--- src/rtl/muxn_rr_stage.sv ---
// muxn_rr_stage: N-way valid/ready word multiplexer with a single registered
// output stage. The channel is chosen either by round-robin arbitration
// (mode=0) or by an externally driven index (mode=1).
//
// Handshake semantics (all channels and the output port): a word moves on a
// rising edge exactly when valid and ready are both high in the cycle before
// that edge. A producer holds valid and data stable until its word is taken.
// in_ready is a combinational function of mode, sel, rr_ptr, in_valid,
// out_valid and out_ready. It never depends on in_data.
module muxn_rr_stage #(
  parameter int WIDTH      = 32,
  parameter int NUM_INPUTS = 4,
  parameter int SEL_W      = 2
) (
  input  logic                        clk,
  input  logic                        reset,
  input  logic                        mode,
  input  logic [SEL_W-1:0]            sel,
  input  logic [NUM_INPUTS-1:0]       in_valid,
  input  logic [NUM_INPUTS*WIDTH-1:0] in_data,
  output logic [NUM_INPUTS-1:0]       in_ready,
  output logic                        out_valid,
  output logic [WIDTH-1:0]            out_data,
  output logic [SEL_W-1:0]            out_sel,
  input  logic                        out_ready
);

  // rr_ptr holds the last channel served in round-robin mode. The scan starts
  // one past it, so the last winner drops to lowest priority. Its reset value
  // is NUM_INPUTS-1, which gives channel 0 first priority out of reset.
  localparam logic [SEL_W-1:0] RR_RESET = SEL_W'(NUM_INPUTS - 1);

  logic [SEL_W-1:0]      rr_ptr;
  logic                  load_en;
  logic [NUM_INPUTS-1:0] grant;
  logic [SEL_W-1:0]      grant_idx;
  logic                  grant_any;
  logic [WIDTH-1:0]      grant_word;
  logic                  fire;

  // The output register can take a new word when it is empty or when its
  // current word is leaving in this same cycle. This gives full throughput.
  assign load_en = !out_valid || out_ready;

  // Grant selection. There is at most one grant bit, and only on a valid
  // channel. In fixed mode an out-of-range sel matches no channel, so nothing
  // is granted. In round-robin mode the outer loop walks priority order
  // (rr_ptr+1 .. rr_ptr, wrapping). The inner loop matches that position to a
  // channel with a constant index.
  always_comb begin
    grant     = '0;
    grant_idx = '0;
    grant_any = 1'b0;
    if (mode) begin
      for (int i = 0; i < NUM_INPUTS; i++) begin
        if (sel == SEL_W'(i) && in_valid[i]) begin
          grant[i]  = 1'b1;
          grant_idx = SEL_W'(i);
          grant_any = 1'b1;
        end
      end
    end else begin
      for (int k = 1; k <= NUM_INPUTS; k++) begin
        for (int i = 0; i < NUM_INPUTS; i++) begin
          if (!grant_any && in_valid[i] &&
              i == ((int'(rr_ptr) + k) % NUM_INPUTS)) begin
            grant[i]  = 1'b1;
            grant_idx = SEL_W'(i);
            grant_any = 1'b1;
          end
        end
      end
    end
  end

  // Data path mux driven by the one-hot grant vector.
  always_comb begin
    grant_word = '0;
    for (int i = 0; i < NUM_INPUTS; i++) begin
      if (grant[i]) grant_word = in_data[i*WIDTH +: WIDTH];
    end
  end

  // Ready goes only to the granted channel, and only when the output stage
  // can load. It is forced low while reset is held.
  always_comb begin
    in_ready = '0;
    if (!reset && load_en) in_ready = grant;
  end

  // A transfer happens whenever some channel is granted and the stage can
  // load. Grant already implies in_valid for that channel.
  assign fire = grant_any && load_en && !reset;

  // Output register. On a transfer it loads the word and its source index.
  // On a pop with no new word it empties, but keeps the old data and sel
  // values. On a stall it holds everything.
  always_ff @(posedge clk or posedge reset) begin
    if (reset) begin
      out_valid <= 1'b0;
      out_data  <= '0;
      out_sel   <= '0;
    end else if (fire) begin
      out_valid <= 1'b1;
      out_data  <= grant_word;
      out_sel   <= grant_idx;
    end else if (out_valid && out_ready) begin
      out_valid <= 1'b0;
    end
  end

  // Round-robin pointer update. It advances only on round-robin transfers, so
  // a fixed-select period leaves the rotation where it was.
  always_ff @(posedge clk or posedge reset) begin
    if (reset) begin
      rr_ptr <= RR_RESET;
    end else if (fire && !mode) begin
      rr_ptr <= grant_idx;
    end
  end

endmodule

--- config.mk ---
export PLATFORM = sky130hd
export DESIGN_NAME = muxn_rr_stage
export DESIGN_NICKNAME = d
export VERILOG_FILES = /design/src/rtl/muxn_rr_stage.sv
export SDC_FILE = /design/constraint.sdc
export NUM_CORES = 1
export LEC_CHECK = 0
export BUFFER_PORTS_ARGS = -buffer_cell sky130_fd_sc_hd__buf_2
export CORE_MARGIN = 4
export CORE_UTILIZATION = 42
export CTS_CLUSTER_DIAMETER = 100
export DETAILED_ROUTE_END_ITERATION = 16
export HOLD_SLACK_MARGIN = 0.1
export PLACE_DENSITY = 0.92
export SLEW_MARGIN = 25
export SYNTH_ARGS = -nofsm -noshare
export SYNTH_HDL_FRONTEND = slang
export SYNTH_SLANG_ARGS = --single-unit
--- constraint.sdc ---
create_clock -name clk -period 2.9 [get_ports clk]
set_clock_uncertainty 0.15 [all_clocks]
set_input_delay 0.29 -clock clk [delete_from_list [all_inputs] [get_ports clk]]
set_output_delay 0.29 -clock clk [all_outputs]
set_load 0.05 [all_outputs]
==> reports/results.txt, run 1 <==
outcome = complete, no violations
Final min period = 2.63 ns
share of cells above drive strength 1 = 0.463
die area = 7510 sq um
peak supply drop = 0.409 mV
wire per inst = 17.4 microns
Routed WL = 9270 microns
largest net degree at the start of global routing = 39
fmax = 380 MHz
via/cell ratio = 5.73
gr usage total = 0.239
complex-gate fraction of the synthesized area = 0.353
fin. max-slew vios = 0
area delta synth->final = 44.1%
EDFF count, synth = 0
multiplexer share of the synthesized area = 0.0852
PwrDens = 746 nW/um^2
Setup crit end = in_ready[3]
worst-path fanout max = 13
Synth Register Bits = 37
Syn. warnings = 0
reg2reg end = out_data[15]
Setup TNS Final = 0 ns
share of flip-flops with an asynchronous set or reset = 1.00
clock root buffer = clkbuf_8
H-tree depth = 2
crit path capture type = output pin
clk_lat worst skew = 0.28 ns
Finished Layout Cells = 533
Hold Fails Final Rpt = 0
Critical Path Source = rr_ptr[1]
ys flop type = dfrtp_1
endpoints failing setup = 0
chip width = 86.7 microns
area share of and/or/nand/nor cells after synthesis = 0.122
# rows = 28
first-pass iteration count of the detailed router = 6
crit path DAT = 2.19 ns
largest family of logic cells by synthesized area = compound AO/OA/AOI/OAI gates
number of global-route vias before repair = 3,099
worst r2r src = rr_ptr[1]
post-cts sizing count = 0
Antenna Nets Post-Route = 0
fin crit share = 0.907
initial antenna violation count = 0
Die H = 86.7 microns
fillers = 516
cells on worst reg2reg path = 5
Reg clk slew, reported paths = 0.07 ns
Post-CTS Hold Fix Bufs = 9
IO Pins = 177
Post-route DRC = 0
critical path class = flop to output pin
Port Buffers = 176
Setup Buffers After CTS = 0
Final Wtd Congestion = 0.816
CTS Buf Count = 5
RSZ-0062 raised after global routing = false
fin nets = 595
Mapped Area = 2600 sq um
r2r setup slk = 0.31 ns
HP Class = input port to flop
xor-xnor portion of the synthesized cell area = 0
drt initial violations = 187
CP Launch Type = flop
Slew HR = 0.545
Slew @ Worst Pin = 0.682 ns
post-synthesis sequential area ratio = 0.357
grt ovf = 0
placed insts = 516
CTS tree = built
LEAKAGE = 1.87 nW
maxcap violations = 0
syn nets = 419
Max Buffers Root-to-Sink = 2
Critical Path RT = 2.46 ns
synthesized-area fraction occupied by adder cells = 0
initial core utilization = 0.437
clk sinks = 37
hpwl dp = 7050 microns
# diodes = 0
via count = 3,052
Core Area = 5960 sq um
first-pass GRT wire length = 14,300 microns
Syn Area/Cell = 9.25 sq um
Yosys cell types = 47
Synth Instances = 281
## worst min-delay path by stage
stage                       from           end  cells past startpoint  slack (ns)
global route        in_data[111]  out_data[15]                      3        0.11
floorplan           in_data[116]  out_data[20]                      2        0.28
global placement           reset    out_sel[1]                      3        0.30
finish              in_data[122]  out_data[26]                      3        0.10
CTS                 in_data[124]  out_data[28]                      3        0.10
detailed placement         reset    out_sel[1]                      3        0.32
## layout make-up
type / count / area, sq um / share of cell area
Multi-Input combinational cell: 198 / 1470 / 0.393
Sequential cell: 37 / 928 / 0.248
Clock buffer: 6 / 82.6 / 0.0220
Tap cell: 75 / 93.8 / 0.0250
Timing Repair Buffer: 198 / 1070 / 0.285
Clock inverter: 2 / 37.5 / 0.0100
Inverter: 17 / 63.8 / 0.0170
## worst max-delay path: stages (launching register included)
cell and delay [ns]:
dfstp_2 0.65, o21ba_2 0.21, o41a_1 0.48, a21oi_2 0.27, buf_2 0.30
## registers in the layout, summed over array words and instances (netlist names)
signal	count
rr_ptr	2
out_valid	1
out_sel	2
out_data	32
## synth_stat cells (all sizes together) (2+ instances only)
cell type | number | area, sq um
nor2 | 36 | 135
dfrtp | 35 | 876
a221oi | 32 | 280
mux2i | 21 | 210
a21boi | 20 | 150
o31ai | 20 | 150
inv | 17 | 63.8
buf | 16 | 103
clkbuf | 13 | 48.8
a222oi | 12 | 120
nand2 | 7 | 26.3
o21ai | 6 | 30.0
and3 | 5 | 31.3
nor2b | 5 | 31.3
a21oi | 4 | 23.8
o21a | 4 | 31.3
dfstp | 2 | 52.6
nand3 | 2 | 15.0
o21bai | 2 | 15.0
o221ai | 2 | 17.5
## cells in the final DEF, fill, tap and decap left out, types with 2 or more instances in the layout
cell           Yosys  layout
a21boi_1           5       5
o221ai_1           2       2
o21ai_0            5       5
buf_4              4      13
nand2_1            7       7
dlygate4sd3_1      0       9
dfstp_2            2       2
nor2_1            36      36
buf_2             10     176
inv_1             17      17
o31ai_1           20      20
nor2b_1            5       5
dfrtp_1           35      35
o21a_1             3       3
a221oi_1          32      32
and3_1             5       5
clkbuf_8           0       6
o21bai_1           2       2
a222oi_1          12      12
a21oi_1            3       3
a21boi_0          15      15
mux2i_1           21      21
## power by group
part	switching (mW)	internal (mW)	total [mW]	leakage [nW]
sequential	0.123	0.698	0.821	0.443
combinational	1.04	0.460	1.50	1.37
clock	0.192	0.280	0.472	0.0574
## stage by stage
stage                     cell area [sq um]  hold slack [ns]  power (mW)   util  setup WS (ns)
after floorplan                        2600            0.279        1.90      -          0.224
after global placement                 3540            0.303        2.28  0.594          0.456
after detailed placement               3540            0.321        2.32  0.594          0.313
after CTS                              3750            0.101        2.81  0.629          0.267
after global routing                   3750            0.111        2.94  0.629          0.142
final                                  3750            0.105        2.80  0.629          0.268
## logic make-up (layout without fill, tap and decap cells)
kind of cell	count (synthesis)	count (layout)
mux	22	22
flops	37	37
buf+inv	46	223
compound gates	112	112
simple gates	64	64
## routing by layer
layer  track usage  wire [microns]  vias to the layer above  share of wire
li1              -               -                     1448              -
met1         0.281            3590                     1439           0.39
met2         0.433            4800                      149           0.52
met3        0.0466             710                       16          0.077
met4        0.0822             160                        0          0.017
met5             0               0                        -              0
No activity file was read; power rests on OpenSTA's default activity.
==> run 2: changes to the inputs <==
Settings changed: CORE_UTILIZATION 42 to 43, CTS_BUF_LIST set to sky130_fd_sc_hd__clkbuf_8, PLACE_DENSITY 0.92 to 0.94.
==> reports/results.txt, run 2 (synthesis gave the netlist of run 1 again) <==
outcome = complete, no violations
top flop regs = out_data: 32 flops, out_sel: 2 flops, rr_ptr: 2 flops
critical path cell sequence = nor2b_1 > o2111ai_2 > a21oi_2 > buf_2
endpoints failing setup = 0
first-pass GRT wire length = 14,600 microns
Critical Path RT = 2.46 ns
Slew @ Worst Pin = 0.733 ns
Worst path slowest cell = dfstp_2
share of cells above drive strength 1 = 0.458
Antenna Nets Post-Route = 0
fin crit share = 0.920
gr usage total = 0.247
clk sinks = 37
RSZ-0062 raised after global routing = false
grt ovf = 0
area of the multi-input gates = 1470 sq um
HP Class = input port to flop
via/cell ratio = 5.84
Port Buffers = 176
crit path capture type = output pin
commonest non-fill, non-tap cells in the layout = buf_2, nor2_1, dfrtp_1, a221oi_1, mux2i_1
LEAKAGE = 1.88 nW
# diodes = 0
pre-CTS WS = 0.319 ns
initial core utilization = 0.442
worst-path fanout max = 14
max reg flops = 32
Sequential Area = 928 sq um
area delta synth->final = 45.7%
first-pass iteration count of the detailed router = 6
Die H = 85.8 microns
Hold Fails Final Rpt = 0
worst r2r src = rr_ptr[1]
number of global-route vias before repair = 3,096
Largest Register = out_data
Pwr Total = 2.79 mW
fmax = 375 MHz
crit path DAT = 2.23 ns
wire per inst = 17.3 microns
via count = 3,132
Largest stage delay, worst path = 0.64 ns
most common cell after layout, fill and taps aside = buf_2
fillers = 495
initial antenna violation count = 0
Reg clk slew, reported paths = 0.08 ns
Setup TNS Final = 0 ns
CTS Buf Count = 5
post-cts sizing count = 0
chip width = 85.8 microns
# rows = 28
hpwl dp = 6890 microns
Final min period = 2.67 ns
r2r setup slk = 0.39 ns
clock root buffer = clkbuf_8
Final Wtd Congestion = 0.843
IO Pins = 177
Max Buffers Root-to-Sink = 2
drt initial violations = 151
fin. max-slew vios = 0
final worst slack = 0.233 ns
peak supply drop = 0.412 mV
maxcap violations = 0
hold path depth = 3
H-tree depth = 2
Setup crit end = in_ready[3]
reg2reg end = out_data[17]
largest net degree at the start of global routing = 39
Critical Path Source = rr_ptr[0]
CP Launch Type = flop
cells on worst reg2reg path = 4
fin nets = 598
die area = 7350 sq um
Slew HR = 0.511
CTS tree = built
clk_lat worst skew = 0.30 ns
Core Area = 5890 sq um
Post-route DRC = 0
critical path class = flop to output pin
PwrDens = 736 nW/um^2
Routed WL = 9280 microns
run 2: changes by cell type in the layout (fill, tap and decap cells not counted):
cell           delta
dlygate4sd3_1     +4
buf_4             -2
buf_12            +1
clkbuf_8          -1
clkinv_1          +1
clkinv_4          +1
inv_1             -1
run 2: report_power, final:
part / internal [mW] / switching, mW / total [mW]
Combinational: 0.466 / 1.04 / 1.51
Sequential: 0.698 / 0.123 / 0.821
Clock: 0.258 / 0.204 / 0.462
run 2: worst min path at each step:
stage          slack, ns         start           end
3_5_place_dp        0.32         reset    out_sel[1]
5_1_grt             0.13   in_data[83]  out_data[19]
3_3_place_gp        0.32         reset    out_sel[1]
2_1_floorplan       0.28  in_data[116]  out_data[20]
4_1_cts             0.13     out_ready     out_valid
6_report            0.13   in_data[95]  out_data[31]
run 2: repair_timing:
action                    CTS  global route
hold buffers               13             0
hold endpoints to repair   47             0
buffers inserted            0             0
run 2: per-layer routing:
metal	global-route usage	vias up	wire length [microns]	part of all wire
met1	0.300	1486	3670	0.40
met2	0.436	173	4660	0.50
met3	0.0500	18	782	0.084
li1	-	1455	-	-
met5	0	-	0	0
met4	0.0820	0	175	0.019
run 2: final cells by class:
| type | count | share of cell area |
|---|---|---|
| inverter | 17 | 0.0168 |
| sequential | 37 | 0.245 |
| multi-input combinational | 198 | 0.389 |
| tap | 75 | 0.0248 |
| timing repair buffer | 201 | 0.294 |
| clock inverter | 3 | 0.0122 |
| clock buffer | 5 | 0.0182 |
run 2: critical path, delay by kind of cell (launching register included):
kind / cells / cell delay (ns)
compound gates: 2 / 0.74
flops: 1 / 0.64
buf+inv: 1 / 0.30
simple gates: 1 / 0.25
run 2: metrics by stage:
step | std cells | hold slack, ns | util | area [sq um]
global placement | 515 | 0.319 | 0.602 | 3540
detailed placement | 515 | 0.324 | 0.602 | 3540
finish | 536 | 0.131 | 0.643 | 3790
floorplan | 281 | 0.279 | - | 2600
global route | 536 | 0.131 | 0.643 | 3790
CTS | 536 | 0.130 | 0.643 | 3790
